`src/rtl/l293d_pwm_driver.sv`:
```
// Multi-channel L293D H-bridge driver: shared PWM timebase,
// per-channel on/direction FSM with dead-time interlock on reversal.
module l293d_pwm_driver #(
    parameter int NUM_MOTORS      = 2,
    parameter int DUTY_W          = 8,
    parameter int PWM_PRESCALE    = 1,
    parameter int DEADTIME_CYCLES = 16
) (
    input  logic                         clk,
    input  logic                         reset,
    input  logic [NUM_MOTORS-1:0]        motor_on,
    input  logic [NUM_MOTORS-1:0]        motor_dir,
    input  logic [NUM_MOTORS*DUTY_W-1:0] motor_duty,
    output logic [NUM_MOTORS-1:0]        enable,
    output logic [NUM_MOTORS-1:0]        input_fwd,
    output logic [NUM_MOTORS-1:0]        input_bwd,
    output logic [NUM_MOTORS-1:0]        reversing
);

    localparam int PS_W = (PWM_PRESCALE > 1) ? $clog2(PWM_PRESCALE) : 1;
    localparam int DC_W = (DEADTIME_CYCLES > 0) ? $clog2(DEADTIME_CYCLES + 1) : 1;

    localparam logic [PS_W-1:0]   PS_LAST  = PS_W'(PWM_PRESCALE - 1);
    localparam logic [DUTY_W-1:0] CNT_LAST = {{(DUTY_W-1){1'b1}}, 1'b0};
    localparam logic [DC_W-1:0]   DC_LOAD  =
        DC_W'((DEADTIME_CYCLES > 0) ? DEADTIME_CYCLES - 1 : 0);

    typedef enum logic [1:0] {
        IDLE  = 2'd0,
        DRIVE = 2'd1,
        DEAD  = 2'd2
    } state_e;

    logic [PS_W-1:0]   pre_q, pre_d;
    logic [DUTY_W-1:0] cnt_q, cnt_d;
    logic              tick, wrap;

    state_e            st_q   [NUM_MOTORS];
    state_e            st_d   [NUM_MOTORS];
    logic              dir_q  [NUM_MOTORS];
    logic              dir_d  [NUM_MOTORS];
    logic [DC_W-1:0]   dc_q   [NUM_MOTORS];
    logic [DC_W-1:0]   dc_d   [NUM_MOTORS];
    logic [DUTY_W-1:0] duty_q [NUM_MOTORS];
    logic [DUTY_W-1:0] duty_d [NUM_MOTORS];

    logic [NUM_MOTORS-1:0] pwm_hi;
    logic [NUM_MOTORS-1:0] en_q, en_d;
    logic [NUM_MOTORS-1:0] fwd_q, fwd_d;
    logic [NUM_MOTORS-1:0] bwd_q, bwd_d;
    logic [NUM_MOTORS-1:0] rev_q, rev_d;

    // Shared timebase: prescaler tick and PWM counter with wrap at 2^W-2.
    always_comb begin
        tick  = (pre_q == PS_LAST);
        wrap  = tick && (cnt_q == CNT_LAST);
        pre_d = tick ? '0 : pre_q + 1'b1;
        cnt_d = cnt_q;
        if (tick) begin
            cnt_d = (cnt_q == CNT_LAST) ? '0 : cnt_q + 1'b1;
        end
    end

    // Per-channel next state; pins decode from the next state so they
    // change on the same edge as the FSM.
    always_comb begin
        for (int i = 0; i < NUM_MOTORS; i++) begin
            duty_d[i] = wrap ? motor_duty[i*DUTY_W +: DUTY_W] : duty_q[i];
            pwm_hi[i] = (cnt_q < duty_q[i]);
            st_d[i]   = st_q[i];
            dir_d[i]  = dir_q[i];
            dc_d[i]   = dc_q[i];
            unique case (st_q[i])
                IDLE: begin
                    if (motor_on[i]) begin
                        st_d[i]  = DRIVE;
                        dir_d[i] = motor_dir[i];
                    end
                end
                DRIVE: begin
                    if (!motor_on[i]) begin
                        st_d[i] = IDLE;
                    end else if (motor_dir[i] != dir_q[i]) begin
                        if (DEADTIME_CYCLES > 0) begin
                            st_d[i] = DEAD;
                            dc_d[i] = DC_LOAD;
                        end else begin
                            dir_d[i] = motor_dir[i];
                        end
                    end
                end
                DEAD: begin
                    if (!motor_on[i]) begin
                        st_d[i] = IDLE;
                    end else if (dc_q[i] == '0) begin
                        st_d[i]  = DRIVE;
                        dir_d[i] = motor_dir[i];
                    end else begin
                        dc_d[i] = dc_q[i] - 1'b1;
                    end
                end
                default: st_d[i] = IDLE;
            endcase
            en_d[i]  = (st_d[i] == DRIVE) && pwm_hi[i];
            fwd_d[i] = (st_d[i] == DRIVE) && dir_d[i];
            bwd_d[i] = (st_d[i] == DRIVE) && !dir_d[i];
            rev_d[i] = (st_d[i] == DEAD);
        end
    end

    // Timebase registers.
    always_ff @(posedge clk) begin
        if (reset) begin
            pre_q <= '0;
            cnt_q <= '0;
        end else begin
            pre_q <= pre_d;
            cnt_q <= cnt_d;
        end
    end

    // Channel state, latched duty and registered pin outputs.
    always_ff @(posedge clk) begin
        if (reset) begin
            for (int i = 0; i < NUM_MOTORS; i++) begin
                st_q[i]   <= IDLE;
                dir_q[i]  <= 1'b0;
                dc_q[i]   <= '0;
                duty_q[i] <= '0;
            end
            en_q  <= '0;
            fwd_q <= '0;
            bwd_q <= '0;
            rev_q <= '0;
        end else begin
            for (int i = 0; i < NUM_MOTORS; i++) begin
                st_q[i]   <= st_d[i];
                dir_q[i]  <= dir_d[i];
                dc_q[i]   <= dc_d[i];
                duty_q[i] <= duty_d[i];
            end
            en_q  <= en_d;
            fwd_q <= fwd_d;
            bwd_q <= bwd_d;
            rev_q <= rev_d;
        end
    end

    assign enable    = en_q;
    assign input_fwd = fwd_q;
    assign input_bwd = bwd_q;
    assign reversing = rev_q;

endmodule
```
`config.mk`:
```
export PLATFORM = sky130hd
export DESIGN_NAME = l293d_pwm_driver
export DESIGN_NICKNAME = d
export VERILOG_FILES = /design/src/rtl/l293d_pwm_driver.sv
export SDC_FILE = /design/constraint.sdc
export NUM_CORES = 1
export LEC_CHECK = 0
export ABC_AREA = 1
export BUFFER_PORTS_ARGS = -buffer_cell sky130_fd_sc_hd__buf_2
export CAP_MARGIN = 0
export CORE_UTILIZATION = 45
export CTS_BUF_LIST = sky130_fd_sc_hd__clkbuf_2
export DETAILED_ROUTE_END_ITERATION = 6
export SKIP_CTS_REPAIR_TIMING = 1
export SLEW_MARGIN = 20
export SYNTH_ARGS = -nofsm -noshare
export SYNTH_HDL_FRONTEND = slang
export SYNTH_SLANG_ARGS = --single-unit
```
`constraint.sdc`:
```
create_clock -name clk -period 1.6 [get_ports clk]
set_clock_uncertainty 0.05 [all_clocks]
set_input_delay 0.08 -clock clk [delete_from_list [all_inputs] [get_ports clk]]
set_output_delay 0.08 -clock clk [all_outputs]
set_load 0.03 [all_outputs]
```
[After elaboration in Yosys (flattened, before gate mapping)]
Memory sizes are Yosys's and may differ from the RTL's.
Index checks and enable logic that the tools add are counted.
Word-level totals
  word-level logic and storage cells: 94
  memories kept: 4
  register bits after elaboration: 17
  bits of input ports: 22
  memory bits (writable): 32
  output and inout bits: 8
Memory list
  duty_q: depth 2, bits a word 8, read ports 2, clocked after Yosys merged registers in 0, wr ports 2, line 44  | logic [DUTY_W-1:0] duty_q [NUM_MOTORS];
  dc_q: depth 2, bits a word 5, read ports 2, clocked after Yosys merged registers in 0, wr ports 2, line 42  | logic [DC_W-1:0] dc_q [NUM_MOTORS];
  st_q: depth 2, bits a word 2, read ports 2, clocked after Yosys merged registers in 0, wr ports 2, line 38  | state_e st_q [NUM_MOTORS];
  dir_q: depth 2, bits a word 1, read ports 2, clocked after Yosys merged registers in 0, wr ports 2, line 40  | logic dir_q [NUM_MOTORS];
Operators by class
  reductions and logical operators: 14
  equality and inequality tests: 11
  bitwise logic cells: 9
  $lt $le $gt $ge: 2
  muxes and demuxes: 44
  add/sub/neg operators: 4
Operators with widths (number)
  two-way mux 5 bit: 10
  two-way mux 8 bit: 5
  two-way mux 2 bit: 12
  one-hot mux 5 bit (2 select lines): 2
  less-than comparator 8 bit: 2
  one-hot mux 2 bit (3 select lines): 2
  two-way mux 1 bit: 11
  zero test 5 bit: 2
  subtractor 5 x 1 -> 5 bit (second input constant): 2
  adder 8 x 1 -> 8 bit (second input constant): 1
  equality test 2 x 1 -> 1 bit (second input constant): 4
  equality test 2 bit (second input constant): 4
  equality test 8 bit (second input constant): 1
  OR 1 bit: 8
  logical AND 1 bit: 7
  zero test 2 bit: 2
  one-hot mux 1 bit (2 select lines): 2
  zero test 1 bit: 2
  inequality test 1 bit: 2
  OR reduction 2 bit: 1
  adder 1 bit (second input constant): 1
  inverter 1 bit: 1

[Depth between registers and ports, before layout]
Gate-level depths: netlist (run 1).
  depth in word-level cells: 6
  depth in mapped cells: 11
  depth with buffers taken out: 11

[Worst setup path before layout (run 1)]
No wires, ideal clock.
  path kind: register -> register
  start: reg cnt_q[1]
  end: mem duty_q[0][1]
  library setup time: 0.116 ns
  path slack: 0.298 ns
  data required time: 1.434 ns
  data arrival time: 1.135 ns
  clock period less this slack: 1.302 ns
  stages on the path, launching flop included: 8
  buffers on the path: 1
  cell sequence: dfxtp_1 > ha_1 > nand2_1 > nor3_2 > nand2_2 > buf_6 > o21ai_1 > a21oi_1
RTL lines
  start, declared: line 35  | logic [DUTY_W-1:0] cnt_q, cnt_d;
  start signal, assigned: line 118  | cnt_q <= cnt_d;
  end, declared: line 44

==> results of run 1 <==
-- kinds of logic (layout without fill, tap and decap cells) --
| kind of cell | Yosys count | in the layout | share of synthesized area |
|---|---|---|---|
| AND/OR/NAND/NOR | 139 | 139 | 0.272 |
| AO/OA/AOI/OAI | 61 | 61 | 0.129 |
| buffers and inverters | 61 | 118 | 0.0990 |
| flip-flops | 49 | 49 | 0.386 |
| adder cells (fa/ha/maj) | 20 | 20 | 0.0985 |
| XOR/XNOR | 4 | 4 | 0.0138 |
| other | 1 | 1 | 0.00148 |
-- critical path, stage by stage (launching register included) --
cell and delay [ns]:
sky130_fd_sc_hd__dfxtp_1 0.40, sky130_fd_sc_hd__inv_2 0.06, sky130_fd_sc_hd__ha_1 0.19, sky130_fd_sc_hd__inv_1 0.05
sky130_fd_sc_hd__nor2_1 0.04, sky130_fd_sc_hd__nand2_2 0.07, sky130_fd_sc_hd__nand4_2 0.16, sky130_fd_sc_hd__nand2_2 0.16
sky130_fd_sc_hd__inv_2 0.06, sky130_fd_sc_hd__nor2_1 0.08, sky130_fd_sc_hd__nor2_1 0.04
-- path summary, 6_finish.rpt --
check | startpoint | endpoint | slack [ns] | depth (start not counted)
worst min-delay path | motor_duty[1] | duty_q[0][1]$_SDFFE_PP0P_ | 0.40 | 4
worst min register to register | duty_q[0][8]$_SDFFE_PP0P_ | duty_q[0][8]$_SDFFE_PP0P_ | 0.42 | 2
worst max-delay path | dc_q[0][5]$_SDFFE_PP0P_ | dc_q[0][5]$_SDFFE_PP0P_ | 0.18 | 10
worst max register to register | dc_q[0][5]$_SDFFE_PP0P_ | dc_q[0][5]$_SDFFE_PP0P_ | 0.18 | 10
-- Yosys cell counts, drive strengths merged (2+ instances only) --
cell / number / area (um2)
a21oi: 35 / 186
nor2: 39 / 164
nand2: 57 / 231
nand4: 7 / 65.1
xor2: 2 / 17.5
inv: 55 / 206
xnor2: 2 / 17.5
ha: 20 / 250
o21ai: 24 / 128
buf: 3 / 33.8
dfxtp: 49 / 981
clkbuf: 3 / 11.3
or2: 2 / 12.5
nor3: 6 / 45.0
nand3: 26 / 158
-- per-layer routing --
metal | share of wire | routed length, um | vias up
li1 | - | - | 1189
met1 | 0.49 | 2440 | 970
met2 | 0.47 | 2330 | 25
met3 | 0.025 | 122 | 7
met4 | 0.011 | 53 | 0
met5 | 0 | 0 | -
-- sequential cells by signal, indices dropped and copies added (netlist names) --
signal	cells
reversing	2
dir_q	2
cnt_q	8
pre_q	1
st_q	4
dc_q	10
duty_q	16
enable	2
input_fwd	2
input_bwd	2
-- cell type report --
cell class,count,area [um2]
Clock buffer,7,35.0
Clock inverter,1,7.51
Fill cell,506,2230
Inverter,55,206
Multi-Input combinational cell,225,1310
Sequential cell,49,981
Tap cell,70,87.6
Timing Repair Buffer,55,405
-- metrics by stage --
| step | instance area [um2] | hold slack (ns) | setup WS (ns) | total power [mW] | std cells |
|---|---|---|---|---|---|
| 3_5_place_dp | 2780 | 0.299 | 0.186 | 1.58 | 433 |
| 2_1_floorplan | 2540 | 0.0991 | 0.298 | 1.49 | 335 |
| 4_1_cts | 2820 | -0.170 | 0.128 | 2.09 | 441 |
| 6_report | 3040 | 0.397 | 0.178 | 2.10 | 462 |
| 5_1_grt | 3040 | 0.356 | 0.0428 | 2.24 | 462 |
| 3_3_place_gp | 2780 | 0.294 | 0.216 | 1.58 | 433 |
-- power groups by stage --
stage               sequential [mW]  clock [mW]  combinational (mW)
detailed placement             1.30           0               0.279
CTS                            1.28       0.529               0.280
global route                   1.29       0.585               0.367
global placement               1.30           0               0.277
floorplan                      1.32           0               0.174
finish                         1.28       0.504               0.321
==> summary.txt, run 1 <==
Status
  – Outcome: completed

Logic synthesis
  – Count of warnings emitted by yosys: 0
  – Mean area per synthesized cell: 7.59 um2
  – Number of register bits inferred by synthesis: 49
  – Ys flop type: sky130_fd_sc_hd__dfxtp_1
  – Syn nets: 377
  – FFs w/ async S/R, synth: 0
  – Post-synthesis instance area: 2540 um2
  – Cell count after synthesis: 335
  – Distinct cell type count after synthesis: 32
  – Part of the Yosys area used for sequential elements: 0.386
  – EDFF count, synth: 0

Clock network
  – Clock insertion delay at the later pin of the skew report: 0.41 ns
  – Clock sinks: 49
  – Max Root-Sink Buffers: 2
  – Cell at the root of the clock tree: sky130_fd_sc_hd__clkbuf_2
  – Total CTS buffers: 5
  – Clock tree from TritonCTS: built
  – H-tree Lvls: 2
  – Clk pin slew, worst setup/hold paths: 0.24 ns

Floorplan
  – Full die area: 5950 um2
  – Y dimension of the die: 77.1 um
  – Count of boundary I/O pins: 30
  – Die Width: 77.1 um
  – Area of the core: 5270 um2
  – Initial core utilization: 0.482
  – Cell Rows: 26

Route
  – Wire length per cell after detailed routing: 10.7 um
  – Number of DRC violations after detailed-routing iteration 0: 109
  – DRC errors left: 0
  – Vias: 2191
  – Via/cell ratio: 4.74
  – Detailed Route WL: 4.94 mm
  – Number of nets with antenna violations after detailed routing: 0
  – Number of detailed-route iterations in the first pass: 4

Pwr
  – P per Cell Area: 693 nW/um2
  – Total net switching power: 0.589 mW
  – Peak supply drop: 366 uV
  – Portion of total power attributed to sequential cells: 0.608
  – Clock share of power: 0.239
  – Static Leakage: 1.34 nW
  – Internal power: 1.52 mW
  – Net switching share of the total power: 0.280
  – Logic gate share of total power: 0.152

Timing
  – Post-layout minimum cycle time: 1.42 ns
  – Count of pins over their slew limit: 0
  – Post-route setup TNS: 0 ns
  – Max Clock Freq: 703 MHz
  – Unrepaired setup endpoints after global routing: no
  – Number of setup violations in the final report: 0
  – Share of the clock period used by the worst path: 0.889
  – Final Hold Viols: 0

Worst setup path
  – CP Capture Type: register
  – Worst endpoint required time: 1.90 ns
  – Endpoint arrival time on the critical path: 1.72 ns
  – CP max FO: 6
  – Start-to-end type of the worst setup path: register to register
  – Kind of start point of the critical path: register

Cells and area
  – Share of post-route cells with drive strength above 1: 0.202
  – Commonest cells after routing, fill and taps aside: 50 x sky130_fd_sc_hd__nand2_1, 49 x sky130_fd_sc_hd__dfxtp_1, 47 x sky130_fd_sc_hd__inv_1, 34 x sky130_fd_sc_hd__nor2_1, 32 x sky130_fd_sc_hd__a21oi_1
  – Most common library cell in the layout ignoring fill and taps: sky130_fd_sc_hd__nand2_1
  – Post-layout utilization of the core: 0.576
  – Number of diodes added for antenna fixing: 0
  – Area overhead of the layout relative to synthesis: 19.4%
  – Nets@finish: 433

Global route
  – Global route total overflow: 0
  – Vias in the first global route: 1950
  – Wire length of the first global-routing pass: 8.36 mm
  – Met2 track demand over resource: 0.291
  – GRT Max-Usage Layer: met2
  – Initial antenna violation count: 0
  – Global Route met1 Usage: 0.218
  – Pin count of the biggest net entering global routing: 33
  – Fraction of met3 tracks used by global routing: 0.0357
  – Total routing resource utilization after global routing: 0.172

Min path
  – Class of the tightest hold or removal check: input port to register

Flow run
  – Count of max-cap constraint violations: 0

Place
  – Post-DP HPWL: 3.47 mm
  – Weighted congestion reported at the end of routability-driven placement: 0.816
  – Input/output buffers: 29
Power figures use the tool's default switching activity.
==> run 2: changes to the inputs <==
- PLACE_DENSITY_LB_ADDON: not set -> 0.1
==> run 2 against run 1 <==
Critical path depth stayed put. Routed wire length rose by 4.4%. Global-route usage rose by 0.31 points. Fmax shrank 3.1%. Worst setup slack got worse by 0.046 ns. Hold slack better by 0.00063 ns. Clock power rose by 30%. Highest routed layer unchanged. First-iteration DRC count fell by 33%. Sequential share of layout area is 0.24 points lower. Core utilization increased by 0.43 points. Via count is 0.46% higher.
==> summary.txt, run 2 (synthesis gave the netlist of run 1 again) <==
Clock network
  – Total CTS buffers: 5 (unchanged)
  – Max Root-Sink Buffers: 2 (unchanged)
  – Clock insertion delay at the later pin of the skew report: 0.42 ns (about the same)
  – H-tree Lvls: 2 (unchanged)
  – Clock tree from TritonCTS: built
  – Cell at the root of the clock tree: sky130_fd_sc_hd__clkbuf_2
  – Clk pin slew, worst setup/hold paths: 0.24 ns (about the same)
  – Clock sinks: 49 (unchanged)

Floorplan
  – Area of the core: 5270 um2 (unchanged)
  – Initial core utilization: 0.482 (unchanged)
  – Full die area: 5950 um2 (unchanged)
  – Cell Rows: 26 (unchanged)
  – Die Width: 77.1 um (unchanged)
  – Y dimension of the die: 77.1 um (unchanged)
  – Count of boundary I/O pins: 30 (unchanged)

Global route
  – Initial antenna violation count: 0 (unchanged)
  – Global route total overflow: 0 (unchanged)
  – Pin count of the biggest net entering global routing: 33 (unchanged)
  – Vias in the first global route: 1898 (-2.7%)
  – Total routing resource utilization after global routing: 0.175 (+0.00310)
  – Wire length of the first global-routing pass: 8.33 mm (-0.32%)

Pwr
  – Net switching share of the total power: 0.264 (-0.0152)
  – Peak supply drop: 363 uV (-0.83%)
  – Total net switching power: 0.596 mW (+1.4%)
  – Clock share of power: 0.291 (+0.052)
  – Portion of total power attributed to sequential cells: 0.568 (-0.040)
  – Logic gate share of total power: 0.141 (-0.011)
  – P per Cell Area: 738 nW/um2 (+6.4%)
  – Static Leakage: 1.35 nW (+0.18%)
  – Internal power: 1.66 mW (+9.4%)

Route
  – Detailed Route WL: 5.16 mm (+4.4%)
  – Number of detailed-route iterations in the first pass: 4 (unchanged)
  – Via/cell ratio: 4.77 (+0.67%)
  – Wire length per cell after detailed routing: 11.2 um (+4.6%)
  – Number of DRC violations after detailed-routing iteration 0: 73 (-33%)
  – DRC errors left: 0 (unchanged)
  – Vias: 2201 (+0.46%)
  – Number of nets with antenna violations after detailed routing: 0 (unchanged)

Worst setup path
  – Endpoint arrival time on the critical path: 1.79 ns (+0.07 ns)
  – Worst endpoint required time: 1.92 ns (+0.02 ns)
  – Crit-path cells: inv_1 -> ha_1 -> inv_1 -> nor2_1 -> nand2_2 -> nand2_1 -> nand2_1 -> nand2_1 -> nand3_2 -> a21oi_2
  – Start-to-end type of the worst setup path: register to register
  – Standard cell with the maximum stage delay on the critical path: sky130_fd_sc_hd__dfxtp_1
  – Delay of the slowest cell on the worst path: 0.35 ns (-0.05 ns)
  – Kind of start point of the critical path: register
  – CP Capture Type: register
  – CP max FO: 5 (-1)
  – Cell seen most often among critical-path stages: sky130_fd_sc_hd__nand2_1

Timing
  – Max Clock Freq: 681 MHz (-3.1%)
  – Post-layout minimum cycle time: 1.47 ns (+0.0457 ns)
  – Final Hold Viols: 0 (unchanged)
  – Crit path setup slack, layout: 0.133 ns (-0.0457 ns)
  – Share of the clock period used by the worst path: 0.917 (+0.0286)
  – Count of pins over their slew limit: 0 (unchanged)
  – Number of setup violations in the final report: 0 (unchanged)

Cells and area
  – Commonest cells after routing, fill and taps aside: 50 x sky130_fd_sc_hd__nand2_1, 49 x sky130_fd_sc_hd__dfxtp_1, 48 x sky130_fd_sc_hd__inv_1, 34 x sky130_fd_sc_hd__nor2_1, 32 x sky130_fd_sc_hd__a21oi_1
  – Nets@finish: 432 (-0.23%)
  – Largest regs: duty_q: 16 flops, dc_q: 10 flops, cnt_q: 8 flops
  – Area overhead of the layout relative to synthesis: 20.3%
  – Final cell area excluding filler cells: 3060 um2 (+0.74%)
  – Number of diodes added for antenna fixing: 0 (unchanged)
  – Flip-flop count of the largest register after layout: 16 (unchanged)
  – Share of post-route cells with drive strength above 1: 0.194 (-0.00716)
  – Most common library cell in the layout ignoring fill and taps: sky130_fd_sc_hd__nand2_1
  – Register with the most flip-flops: duty_q

Place
  – Placed cell area: 2770 um2 (-0.27%)
  – Input/output buffers: 29 (unchanged)
  – Post-DP HPWL: 3.55 mm (+2.4%)
  – Weighted congestion reported at the end of routability-driven placement: 0.771 (-5.6%)
  – Post-placement setup slack: 0.136 ns (-0.0497 ns)

Min path
  – Class of the tightest hold or removal check: input port to register

Status
  – Outcome: completed

Flow run
  – Count of max-cap constraint violations: 0 (unchanged)
==> run 2: changes by cell type in the layout (fill, tap and decap cells not counted), sizes merged <==
cell,change
buf,-1
bufinv,+1
clkbuf,-1
clkinv,+1
clkinvlp,-1
==> run 2: power groups by stage <==
stage          logic (mW)  clock network (mW)  registers, mW
3_5_place_dp        0.273                   0           1.31
3_3_place_gp        0.272                   0           1.30
6_report            0.318               0.656           1.28
5_1_grt             0.362               0.742           1.29
2_1_floorplan       0.174                   0           1.32
4_1_cts             0.275               0.683           1.28
==> run 2: worst paths after layout <==
kind / start / end / slack, ns / cells past startpoint
worst max-delay path: dc_q[0][6]$_SDFFE_PP0P_ / input_bwd[1]$_SDFF_PP0_ / 0.13 / 10
worst min register to register: duty_q[0][0]$_SDFFE_PP0P_ / duty_q[0][0]$_SDFFE_PP0P_ / 0.43 / 2
worst max register to register: dc_q[0][6]$_SDFFE_PP0P_ / input_bwd[1]$_SDFF_PP0_ / 0.13 / 10
worst min-delay path: motor_duty[11] / duty_q[0][11]$_SDFFE_PP0P_ / 0.40 / 4
==> run 2: routing by layer <==
layer | share of wire | up-vias | global-route usage
li1 | - | 1186 | -
met1 | 0.47 | 980 | 0.219
met2 | 0.49 | 31 | 0.288
met3 | 0.029 | 4 | 0.0440
met4 | 0.0076 | 0 | 0.0642
met5 | 0 | - | 0
==> run 2: layout make-up <==
class / count / area, um2
Fill cell: 520 / 2210
Clock buffer: 6 / 30.0
Sequential cell: 49 / 981
Multi-Input combinational cell: 225 / 1320
Clock inverter: 2 / 33.8
Timing Repair Buffer: 54 / 398
Tap cell: 70 / 87.6
Inverter: 55 / 206
==> run 2: worst max-delay path, delay by kind of cell (launching register included) <==
| kind | cells | cell delay (ns) |
|---|---|---|
| adder cells (fa/ha/maj) | 1 | 0.17 |
| AND/OR/NAND/NOR | 6 | 0.54 |
| flip-flops | 1 | 0.35 |
| buffers and inverters | 2 | 0.18 |
| AO/OA/AOI/OAI | 1 | 0.13 |
==> run 2: metrics by stage <==
stage               setup TNS (ns)  hold WS, ns  power (mW)  utilization  std cells
CTS                              0       -0.175        2.24        0.538        440
floorplan                        0       0.0991        1.49            -        335
detailed placement               0        0.297        1.58        0.526        432
global placement                 0        0.289        1.58        0.526        432
global route              -0.00274        0.349        2.39        0.580        461
finish                           0        0.398        2.26        0.580        461
